--- config.mk ---
export PLATFORM = sky130hd
export DESIGN_NAME = bcd_to_binary
export DESIGN_NICKNAME = d
export VERILOG_FILES = /design/src/rtl/bcd_to_binary.sv
export SDC_FILE = /design/constraint.sdc
export NUM_CORES = 1
export LEC_CHECK = 0
export CAP_MARGIN = 20
export CORE_UTILIZATION = 53
export CTS_CLUSTER_SIZE = 28
export DETAILED_ROUTE_END_ITERATION = 8
export MAX_ROUTING_LAYER = met4
export PLACE_DENSITY = 0.77
export SLEW_MARGIN = 30
export SYNTH_ARGS = -nofsm -noshare
export SYNTH_HDL_FRONTEND = slang
export SYNTH_SLANG_ARGS = --single-unit
--- constraint.sdc ---
create_clock -name clk -period 1.6 [get_ports clk]
set_input_delay 0.32 -clock clk [delete_from_list [all_inputs] [get_ports clk]]
set_output_delay 0.32 -clock clk [all_outputs]
set_load 0.02 [all_outputs]
--- src/rtl/bcd_to_binary.sv ---
// Sequential BCD-to-binary converter using reverse double-dabble.
// One shift/correct step per clock, start/done handshake, invalid-digit flag.
module bcd_to_binary #(
  parameter int DIGITS = 4,
  parameter int BIN_W  = 14
) (
  input  logic                  clk,
  input  logic                  reset,
  input  logic                  start,
  input  logic [4*DIGITS-1:0]   bcd_in,
  output logic                  busy,
  output logic                  done,
  output logic [BIN_W-1:0]      bin_out,
  output logic                  invalid
);

  localparam int BCD_W = 4 * DIGITS;
  localparam int CW    = $clog2(BIN_W + 1);
  localparam logic [CW-1:0] LAST = CW'(BIN_W - 1);

  typedef enum logic [1:0] {
    IDLE  = 2'd0,
    SHIFT = 2'd1,
    DONE  = 2'd2
  } state_t;

  state_t             state;
  logic [BCD_W-1:0]   bcd_r;
  logic [BIN_W-1:0]   bin_r;
  logic [CW-1:0]      cnt;

  logic [BCD_W+BIN_W-1:0] sh;
  logic [BCD_W-1:0]       nxt_bcd;
  logic [BIN_W-1:0]       nxt_bin;
  logic                   bad;

  // Shift right, then pull every digit that reached 8+ back down by 3.
  always_comb begin
    sh      = {bcd_r, bin_r} >> 1;
    nxt_bcd = sh[BCD_W+BIN_W-1:BIN_W];
    nxt_bin = sh[BIN_W-1:0];
    for (int d = 0; d < DIGITS; d++) begin
      if (nxt_bcd[4*d+3])
        nxt_bcd[4*d +: 4] = nxt_bcd[4*d +: 4] - 4'd3;
    end
  end

  always_comb begin
    bad = 1'b0;
    for (int d = 0; d < DIGITS; d++) begin
      if (bcd_in[4*d +: 4] > 4'd9)
        bad = 1'b1;
    end
  end

  always_ff @(posedge clk) begin
    if (reset) begin
      state   <= IDLE;
      busy    <= 1'b0;
      done    <= 1'b0;
      bin_out <= '0;
      invalid <= 1'b0;
      bcd_r   <= '0;
      bin_r   <= '0;
      cnt     <= '0;
    end else begin
      done <= 1'b0;
      unique case (state)
        IDLE, DONE: begin
          if (start && bad) begin
            state   <= DONE;
            done    <= 1'b1;
            invalid <= 1'b1;
            bin_out <= '0;
          end else if (start) begin
            state <= SHIFT;
            busy  <= 1'b1;
            bcd_r <= bcd_in;
            bin_r <= '0;
            cnt   <= '0;
          end else begin
            state <= IDLE;
          end
        end
        SHIFT: begin
          bcd_r <= nxt_bcd;
          bin_r <= nxt_bin;
          cnt   <= cnt + 1'b1;
          if (cnt == LAST) begin
            state   <= DONE;
            busy    <= 1'b0;
            done    <= 1'b1;
            bin_out <= nxt_bin;
            invalid <= 1'b0;
          end
        end
        default: begin
          state <= IDLE;
          busy  <= 1'b0;
        end
      endcase
    end
  end

endmodule

Yosys cells after proc, flatten, opt, wreduce, memory -nomap -nowiden
Cells that the tools add are included.
- input bits: 19
- register bits: 53
- output and inout port bits: 17
- reduce and logical (&&, ||, !) cells: 7
- mux-type cells: 32
- $lt $le $gt $ge: 4
- add/sub/neg operators: 4
- equality and inequality tests: 7
- operators by type and width (operator ; number):
    $mux W14 ; 4
    $pmux W14 S2 ; 2
    $mux W16 ; 2
    $pmux W16 S2 ; 1
    $mux W4 ; 5
    $gt A4 B4 Y1 const B ; 4
    $sub A4 B2 Y4 const B ; 3
    $mux W1 ; 11
    $reduce_and A3 Y1 ; 3
    $ne A2 B2 Y1 const B ; 4
    $pmux W4 S2 ; 1
    $pmux W1 S2 ; 3
    $add A4 B1 Y4 const B ; 1
    $eq A4 B4 Y1 const B ; 1
    $mux W2 ; 2
    $pmux W2 S2 ; 1
    $eq A2 B1 Y1 const B ; 1
    $eq A2 B2 Y1 const B ; 1
    $logic_not A2 Y1 ; 1
    $reduce_bool A2 Y1 ; 1
    $reduce_or A2 Y1 ; 1
    $logic_and A1 B1 Y1 ; 1

Longest topological paths before layout
Gate-level depths: netlist of the first run.
- depth in word-level cells: 8
- mapped depth: 7

Least setup slack after synthesis of the first run
OpenSTA, ideal clock, no wires.
- kind: register to register
- start: register cnt[0]
- end: register bin_out[0]
- clock period less this slack: 1431 ps
- path buffers: 1
- path slack: 169 ps
- data arrival time: 1365 ps
- stages on the path, launching flop included: 7
- cells stage by stage: dfxtp_1 ha_1 nand3_1 nor2_2 buf_2 o2bb2ai_1 nor2b_1
- cells in the longest elaborated chain, start to end: 3
- ends and longest elaborated chain (element ; RTL line ; RTL):
    start: declaration ; 30 ; logic [CW-1:0] cnt;
    start signal: assignment ; 88 ; cnt <= cnt + 1'b1;
    $eq A4 B4 Y1 ; 89 ; if (cnt == LAST) begin
    $ne A2 B2 Y1 (no source line) ; - ;
    $reduce_and A3 Y1 (no source line) ; - ;
    end signal: assignment ; 93 ; bin_out <= nxt_bin;
    end: declaration ; 13 ; output logic [BIN_W-1:0] bin_out,
No other way between the ends.
A chain may end at the register's enable or synchronous reset.

Worst setup path in the final report of the first run
- start: input port bcd_in[13]
- end: register cnt[0]
- cells in the longest elaborated chain, start to end: 5
- ends and longest elaborated chain (element ; RTL line ; RTL):
    start: declaration ; 10 ; input logic [4*DIGITS-1:0] bcd_in,
    $gt A4 B4 Y1 ; 51 ; if (bcd_in[4*d +: 4] > 4'd9)
    $mux W1 ; 51 ;
    $logic_and A1 B1 Y1 ; 70 ; if (start && bad) begin
    $ne A2 B2 Y1 (no source line) ; - ;
    $reduce_and A3 Y1 (no source line) ; - ;
No other way between the ends.

==> out/metrics.csv, run 1 <==
stage;metric;value;unit
setup_path;CP max stage delay;430;ps
routing;routed vias;2107;
floorplan;Die Area;4825;um2
synth;Yosys reg bits;52;
cells_and_area;share of cells above drive strength 1;21.34;%
sta;Final Hold Slack;469.4;ps
synth;cells after synthesis;251;
setup_path;CP Capture Type;flip-flop;
synth;Post-synth ARST share;0;%
flow_run;MaxCap Viol Count;0;
setup_path;Buffers & Inverters on Critical Path;3;
sta;RSZ-0062 raised after global routing;true;
setup_path;CP required;1810;ps
placed_design;IO Port Bufs;35;
grt;first-pass GRT wire length;9.556;mm
sta;final setup fails;0;
power;leakage;1.481;nW
synth;Yosys warning total;0;
clock_network;Sink Count;52;
floorplan;Ports;36;
setup_path;CP top delay family;buffers and inverters;
placed_design;DP Area;3007;um2
routing;WL final;5.870;mm
cells_and_area;most common cell after layout, fill and taps aside;dfxtp_1;
synth;Post-synth EDFFs;0;
cells_and_area;n_diodes;0;
power;worst vdd ir;0.5715;mV
grt;vias in the first global route;2039;
placed_design;DP Worst Slack;-401.8;ps
sta;Final Max Tran Viols;0;
synth;main flop type after synthesis;dfxtp_1;
setup_path;Critical Path, Cell by Cell;clkdlybuf4s50_1 > o21ai_2 > and4_4 > buf_4 > a211oi_4 > buf_4 > mux2_2;
routing;starting DRC count in detailed routing;188;
routing;vias per cell;5.757;
synth;Netlist cell types;41;
sta;Final Hold Viols;0;
power;Power per Cell Area;791.7;nW/um2
sta;fin crit share;99.40;%
clock_network;Clk Latency, worst-skew pair;310;ps
clock_network;CTS tree;yes;
sta;fmax;0.6288;GHz
setup_path;Critical Path Fanout Max;5;
sta;slew margin rel.;65.70;%
grt;total grt overflow;0;
sta;Final TNS setup;0;ps
cells_and_area;Fillers;324;
placed_design;hpwl dp;3.948;mm
clock_network;CTS max path bufs;2;
clock_network;Root Driver;clkbuf_8;
hold_path;Hold Path Class;primary input to flip-flop;
cells_and_area;Final #Nets;337;
run_status;outcome;finished clean;
placed_design;Placed Cells;354;
routing;DRT antenna net count;0;
synth;mapped cell area;2412;um2
cells_and_area;synthesis-to-layout area growth;34.85;%
cells_and_area;most frequent cells in the layout;dfxtp_1 (52), buf_4 (35), clkdlybuf4s50_1 (18);
sta;Worst Max-Slew Pin Slew;513.9;ps
grt;initial antenna violation count;0;
floorplan;row cnt;24;
floorplan;starting density of the core;55.40;%
routing;DRC;0;
floorplan;Core Area;4354;um2
sta;fin worst setup slack;9.579;ps
sta;Final Skew;5.243;ps
setup_path;Crit Path Class;primary input to flip-flop;
setup_path;Worst path slowest cell;clkdlybuf4s50_1;
setup_path;most frequent CP cell;buf_4;
synth;sequential share of the synthesized area;43.15;%
synth;syn_area_per_cell;9.611;um2
placed_design;gpl congestion;0.8522;
synth;syn_nets;275;
grt;pin count of the biggest net entering global routing;34;
cells_and_area;Util after Layout;74.71;%
clock_network;Clock transition at path regs;90;ps
cells_and_area;design area;3253;um2
cells_and_area;non-filler instance count after layout;366;
sta;post-layout minimum cycle time;1590;ps
grt;Total Routing Usage GR;25.80;%
setup_path;Worst setup SP type;primary input;
clock_network;H-Tree Depth;2;
routing;DRT Pass-1 Iters;4;
routing;wire length per cell;16.04;um
setup_path;worst path arrival time;1800;ps
floorplan;overall die width;69.47;um
floorplan;Vert. Die Dim;69.47;um
power;Final Power;2.575;mW
clock_network;total CTS buffers;5;
-- synth_stat cells, types with 2 or more instances --
library cell	count	share of area (%)
mux2i_1	9	3.7
dfxtp_1	52	43
o2bb2ai_1	14	5.1
xnor2_1	6	2.2
a311oi_1	4	1.5
a211oi_1	10	3.1
clkbuf_1	7	1.1
o21ai_1	3	0.62
buf_2	6	1.2
inv_1	2	0.31
ha_1	5	2.6
o21ai_0	16	3.3
nand2_1	9	1.4
nor2b_1	15	3.9
nand3_1	3	0.62
nor2_1	18	2.8
buf_4	2	0.62
nor3b_1	3	0.93
a22o_1	13	4.7
a211o_1	6	2.2
a2111oi_1	3	1.2
a21oi_1	11	2.3
nor3_1	4	0.83
nand2b_1	10	2.6
buf_6	3	1.4
o21ai_2	2	0.73
-- cells by family (layout without fill, tap and decap cells) --
| group | count (synthesis) | in the layout | share of synthesized area (%) |
|---|---|---|---|
| and+or+nand+nor | 68 | 68 | 15.25 |
| DFF | 52 | 52 | 43.15 |
| adders and majority gates | 5 | 5 | 2.593 |
| xor gates and xnor gates | 6 | 6 | 2.178 |
| buffers and inverters | 21 | 84 | 4.824 |
| AOI/OAI and AO/OA | 89 | 89 | 27.80 |
| muxes | 10 | 10 | 4.201 |
-- worst reg2reg max path, delay by kind of cell, from the launching register on --
kind	cells	cell delay (ps)
AOI/OAI and AO/OA	1	350
and+or+nand+nor	2	370
DFF	1	410
buffers and inverters	1	250
-- power breakdown --
group          internal (mW)  switching [mW]
sequential              1.33          0.0366
combinational          0.219           0.201
clock                  0.352           0.435
total                   1.90           0.673
-- what timing repair did --
action,in CTS,in global routing
hold buffers,0,0
setup buffers,2,2
pin swaps,1,6
resized for setup,5,26
setup endpoints to repair,19,41
-- metal layers --
metal / vias to the layer above / GRT usage [%] / routed length [um]
li1: 1042 / - / -
met4: 0 / 11.34 / 79
met2: 51 / 42.07 / 2949
met1: 1007 / 31.20 / 2563
met5: - / - / 0
met3: 7 / 4.651 / 277
-- worst paths after layout --
path / end / from / cells past startpoint / slack, ps
min reg2reg: busy / busy / 2 / 470
min: bcd_r[5] / bcd_in[5] / 4 / 470
max: cnt[0] / bcd_in[13] / 7 / 10
max reg2reg: bcd_r[2] / state[0] / 4 / 120
-- state kept, by name, summed over array words and instances (netlist names) --
register	cells
bcd_r	16
bin_out	14
bin_r	13
cnt	4
state	2
busy	1
done	1
invalid	1
-- layout make-up --
class                           instances  area (um2)  share of cell area, %
Multi-Input combinational cell        178        1323                  40.65
Sequential cell                        52        1041                  32.00
Inverter                                2       7.507                 0.2308
Tap cell                               52       65.06                  2.000
Clock inverter                          1       7.507                 0.2308
Timing Repair Buffer                   74       723.2                  22.23
Clock buffer                            7       86.33                  2.654
No activity file was read; power rests on OpenSTA's default activity.
==> run 2, diff against run 1 <==
--- a/config.mk
+++ b/config.mk
@@ -6,6 +6,7 @@
 export NUM_CORES = 1
 export LEC_CHECK = 0
 export CAP_MARGIN = 20
+export CORE_ASPECT_RATIO = 0.7
 export CORE_UTILIZATION = 53
 export CTS_CLUSTER_SIZE = 28
 export DETAILED_ROUTE_END_ITERATION = 8
==> out/metrics.csv, run 2 (same netlist as run 1, synthesis figures left out) <==
stage;metric;value;unit
run_status;outcome;finished clean;
clock_network;Post-CTS Hold Fix Bufs;0;
cells_and_area;Util after Layout;73.56;%
floorplan;Vert. Die Dim;58.45;um
floorplan;Ports;36;
grt;GR peak layer;met1;
power;worst vdd ir;0.4467;mV
routing;routed vias;2145;
placed_design;hpwl dp;4.115;mm
cells_and_area;most common cell after layout, fill and taps aside;dfxtp_1;
routing;DRT Pass-1 Iters;4;
grt;first-pass GRT wire length;9.204;mm
routing;WL final;5.924;mm
floorplan;Die Area;4830;um2
clock_network;Sink Count;52;
power;Power per Cell Area;784.7;nW/um2
setup_path;Worst setup SP type;flip-flop;
cells_and_area;n_diodes;0;
cells_and_area;Fillers;346;
grt;GR Layer Usage met3;4.496;%
sta;Worst Max-Slew Pin Slew;322.9;ps
sta;Final Skew;7.943;ps
grt;pin count of the biggest net entering global routing;29;
routing;DRT antenna net count;0;
setup_path;worst path arrival time;1240;ps
sta;fmax;0.6423;GHz
sta;fin crit share;97.31;%
clock_network;CTS tree;yes;
cells_and_area;non-filler instance count after layout;368;
placed_design;DP Worst Slack;-455.1;ps
cells_and_area;FF+latch area;1042;um2
setup_path;CP top delay family;buffers and inverters;
clock_network;Clock transition at path regs;90;ps
routing;starting DRC count in detailed routing;178;
sta;fin worst setup slack;43.11;ps
setup_path;Critical Path, Cell by Cell;clkdlybuf4s50_1;
cells_and_area;share of cells above drive strength 1;19.49;%
routing;wire length per cell;16.10;um
setup_path;CP Capture Type;output port;
grt;vias in the first global route;1911;
clock_network;Root Driver;clkbuf_8;
setup_path;Worst path slowest cell;clkdlybuf4s50_1;
setup_path;Buffers & Inverters on Critical Path;1;
placed_design;IO Port Bufs;35;
setup_path;Crit Path Class;flip-flop to output port;
cells_and_area;synthesis-to-layout area growth;32.78;%
setup_path;CP max stage delay;600;ps
placed_design;Placed Cells;358;
sta;Final Max Tran Viols;0;
routing;vias per cell;5.829;
cells_and_area;top flop regs;bcd_r (16), bin_out (14), bin_r (13);
placed_design;DP Area;3018;um2
sta;post-layout minimum cycle time;1557;ps
setup_path;Critical Path Fanout Max;2;
floorplan;row cnt;20;
cells_and_area;Largest register FFs;16;
cells_and_area;most frequent cells in the layout;dfxtp_1 (51), buf_4 (35), nor2_1 (18);
floorplan;Core Area;4354;um2
cells_and_area;design area;3203;um2
sta;Final Hold Viols;0;
routing;DRC;0;
clock_network;Clk Latency, worst-skew pair;310;ps
grt;Total Routing Usage GR;26.24;%
clock_network;H-Tree Depth;2;
setup_path;CP required;1280;ps
grt;total grt overflow;0;
flow_run;MaxCap Viol Count;0;
grt;initial antenna violation count;0;
power;leakage;1.460;nW
floorplan;overall die width;82.64;um
clock_network;CTS max path bufs;2;
cells_and_area;Top reg by flops;bcd_r;
clock_network;total CTS buffers;5;
cells_and_area;Multi-input gate area;1281;um2
placed_design;gpl congestion;0.8536;
sta;slew margin rel.;78.42;%
floorplan;starting density of the core;55.40;%
grt;GRT met1 Usage;38.28;%
hold_path;Hold Path Class;primary input to flip-flop;
sta;final setup fails;0;
grt;met2 GRT Util;36.72;%
cells_and_area;Final #Nets;336;
## run 2: cell count changes in the layout (fill, tap and decap cells not counted), moves of 2 or more
cell / previous run / this run
nor3_2: 2 / 0
nor3_1: 2 / 4
a2111oi_2: 2 / 0
a2111oi_1: 0 / 3
## run 2: repair_timing
item,in CTS,in global routing
resized for setup,3,22
setup buffers,1,1
pin swaps,1,4
setup endpoints to repair,20,44
## run 2: worst paths after layout
kind / slack (ps) / cells after the start / to / from
worst max-delay path: 40 / 1 / bin_out[12] / bin_out[12]
worst min-delay path: 360 / 3 / bcd_r[13] / bcd_in[13]
worst max register to register: 120 / 7 / bin_out[2] / cnt[1]
worst min register to register: 490 / 2 / bcd_r[13] / bcd_r[14]
## run 2: metrics by stage
| stage | hold slack (ps) | power (mW) | TNS (ps) |
|---|---|---|---|
| after floorplan | 450.1 | 1.606 | 0 |
| after global placement | 468.2 | 1.762 | -14560 |
| after detailed placement | 473.9 | 1.772 | -16330 |
| after CTS | 486.1 | 2.525 | 0 |
| after global routing | 359.8 | 2.624 | -0.6248 |
| final | 357.5 | 2.514 | 0 |
## run 2: cell type report
| type | instances | area share (%) |
|---|---|---|
| clock buffer | 6 | 2.266 |
| inverter | 2 | 0.2344 |
| multi-input combinational | 178 | 40.00 |
| sequential | 52 | 32.54 |
| clock inverter | 2 | 0.5078 |
| timing repair buffer | 73 | 22.30 |
| tap | 55 | 2.148 |
## run 2: power by group
| group | switching [mW] | leakage (nW) | internal [mW] |
|---|---|---|---|
| Sequential | 0.0371 | 0.422 | 1.33 |
| Combinational | 0.194 | 0.997 | 0.205 |
| Clock | 0.434 | 0.0414 | 0.312 |
## run 2: worst register-to-register path, stage by stage, from the launching register on
cell       delay (ps)
dfxtp_2           350
inv_1              60
ha_1              160
nand3_1           160
buf_4             220
o21ai_0           190
o2bb2ai_1          80
nor2b_1           140
## run 2: layer usage
metal | share of wire (%) | up-vias
li1 | - | 1047
met2 | 44 | 55
met1 | 50 | 1037
met5 | 0 | -
met4 | 1.2 | 0
met3 | 5.1 | 6
==> run 3, diff against run 2 <==
--- a/config.mk
+++ b/config.mk
@@ -11,7 +11,7 @@
 export CTS_CLUSTER_SIZE = 28
 export DETAILED_ROUTE_END_ITERATION = 8
 export MAX_ROUTING_LAYER = met4
-export PLACE_DENSITY = 0.77
+export PLACE_DENSITY_LB_ADDON = 0.08
 export SLEW_MARGIN = 30
 export SYNTH_ARGS = -nofsm -noshare
 export SYNTH_HDL_FRONTEND = slang
==> out/metrics.csv, run 3 (same netlist as run 1, synthesis figures left out) <==
stage;metric;value;unit
run_status;outcome;finished clean;
clock_network;Post-CTS Hold Fix Bufs;0;
sta;post-layout minimum cycle time;1565;ps
power;Sequential Power Share;51.6;%
setup_path;Worst setup SP type;primary input;
routing;WL final;5.767;mm
grt;first-pass GRT wire length;9.149;mm
sta;fin worst setup slack;34.60;ps
flow_run;MaxCap Viol Count;0;
power;Comb pwr share;14.8;%
cells_and_area;synthesis-to-layout area growth;32.42;%
placed_design;IO Port Bufs;35;
sta;fin crit share;97.84;%
cells_and_area;most frequent cells in the layout;dfxtp_1 (50), buf_4 (29), clkdlybuf4s50_1 (20);
setup_path;Worst R2R Start;state[0];
sta;RSZ-0062 raised after global routing;true;
cells_and_area;top flop regs;bcd_r (16), bin_out (14), bin_r (13);
cells_and_area;share of cells above drive strength 1;19.09;%
cells_and_area;Util after Layout;73.36;%
cells_and_area;n_diodes;0;
floorplan;row cnt;20;
cells_and_area;design area;3194;um2
floorplan;Die Area;4830;um2
setup_path;Buffers & Inverters on Critical Path;3;
setup_path;CP top delay family;buffers and inverters;
power;Clk pwr share;33.5;%
setup_path;Worst path slowest cell;clkdlybuf4s50_1;
routing;wire length per cell;15.84;um
cells_and_area;Fillers;347;
cells_and_area;Largest register FFs;16;
placed_design;hpwl dp;3.824;mm
sta;fmax;0.6388;GHz
cells_and_area;Multi-input gate area;1282;um2
setup_path;CP required;1800;ps
clock_network;Root Driver;clkbuf_8;
routing;routed vias;2095;
grt;Total Routing Usage GR;26.46;%
clock_network;Clock transition at path regs;90;ps
floorplan;Ports;36;
setup_path;flop2flop setup slack;130;ps
setup_path;worst path arrival time;1760;ps
setup_path;Critical Path Fanout Max;5;
grt;total grt overflow;0;
grt;vias in the first global route;1917;
routing;vias per cell;5.755;
floorplan;starting density of the core;55.40;%
setup_path;Critical Path, Cell by Cell;clkdlybuf4s50_1 > o21ai_2 > and4_4 > buf_4 > a21oi_4 > buf_4 > mux2i_1;
routing;starting DRC count in detailed routing;129;
power;leakage;1.431;nW
sta;slew margin rel.;63.60;%
setup_path;CP Capture Type;flip-flop;
cells_and_area;Top reg by flops;bcd_r;
clock_network;Clk Latency, worst-skew pair;300;ps
sta;Final Skew;4.811;ps
routing;DRC;0;
placed_design;gpl congestion;0.8139;
floorplan;Core Area;4354;um2
power;Internal;2.001;mW
clock_network;CTS tree;yes;
clock_network;Sink Count;52;
sta;Worst Max-Slew Pin Slew;545.4;ps
clock_network;total CTS buffers;5;
power;Final Power;2.652;mW
placed_design;DP Worst Slack;-410.9;ps
floorplan;overall die width;82.64;um
placed_design;DP Area;2980;um2
clock_network;H-Tree Depth;2;
clock_network;CTS max path bufs;2;
setup_path;CP max stage delay;440;ps
grt;initial antenna violation count;0;
sta;Final Hold Viols;0;
routing;DRT antenna net count;0;
power;worst vdd ir;0.6342;mV
sta;final setup fails;0;
power;Power per Cell Area;830.2;nW/um2
hold_path;Hold Path Class;flip-flop to flip-flop;
hold_path;hold path start;invalid;
setup_path;CP startpoint;bcd_in[13];
cells_and_area;FF+latch area;1044;um2
setup_path;Crit Path Class;primary input to flip-flop;
cells_and_area;Final #Nets;332;
sta;Final Max Tran Viols;0;
cells_and_area;most common cell after layout, fill and taps aside;dfxtp_1;
floorplan;Vert. Die Dim;58.45;um
setup_path;most frequent CP cell;buf_4;
power;Psw;650.8;uW
sta;Final Hold Slack;477.8;ps
power;Sw Share;24.54;%
grt;pin count of the biggest net entering global routing;29;
routing;DRT Pass-1 Iters;4;
[run 3: tightest hold or removal path: cells and delay by family (launching register included)]
kind,cells,cell delay [ps]
flops,1,310
compound gates,2,120
[run 3: final timing paths]
path | endpoint | cells past startpoint
worst max register to register | bcd_r[7] | 5
worst max-delay path | bcd_r[8] | 7
worst min-delay path | invalid | 2
worst min register to register | invalid | 2
[run 3: power groups by stage]
stage | sequential (mW) | clock, mW | combinational (mW)
after floorplan | 1.39 | 0 | 0.211
after global placement | 1.40 | 0 | 0.361
after detailed placement | 1.40 | 0 | 0.365
after CTS | 1.37 | 0.908 | 0.380
after global routing | 1.38 | 0.958 | 0.428
final | 1.37 | 0.889 | 0.394
[run 3: cell type report]
cell class                      instances  area share (%)
Clock buffer                            6           2.272
Multi-Input combinational cell        178           40.15
Timing Repair Buffer                   69           21.43
Sequential cell                        52           32.67
Inverter                                2          0.2350
Clock inverter                          2           1.097
Tap cell                               55           2.154
[run 3: what timing repair did]
item                                    CTS  global route
cloned                                    0             0
resized for setup                         4            22
setup buffers                             1             2
pin swaps                                 1             2
endpoints found under the setup margin   20            35
[run 3: stage by stage]
step                      std cells  TNS (ps)
after floorplan                 251         0
after global placement          353    -14430
after detailed placement        353    -14720
after CTS                       362         0
after global routing            364    -17.40
final                           364         0
[run 3: routing by layer]
| metal | track usage, % | routed length [um] |
|---|---|---|
| met1 | 37.73 | 2947 |
| met2 | 35.77 | 2461 |
| met3 | 8.527 | 330 |
| met4 | 6.650 | 27 |
| met5 | - | 0 |
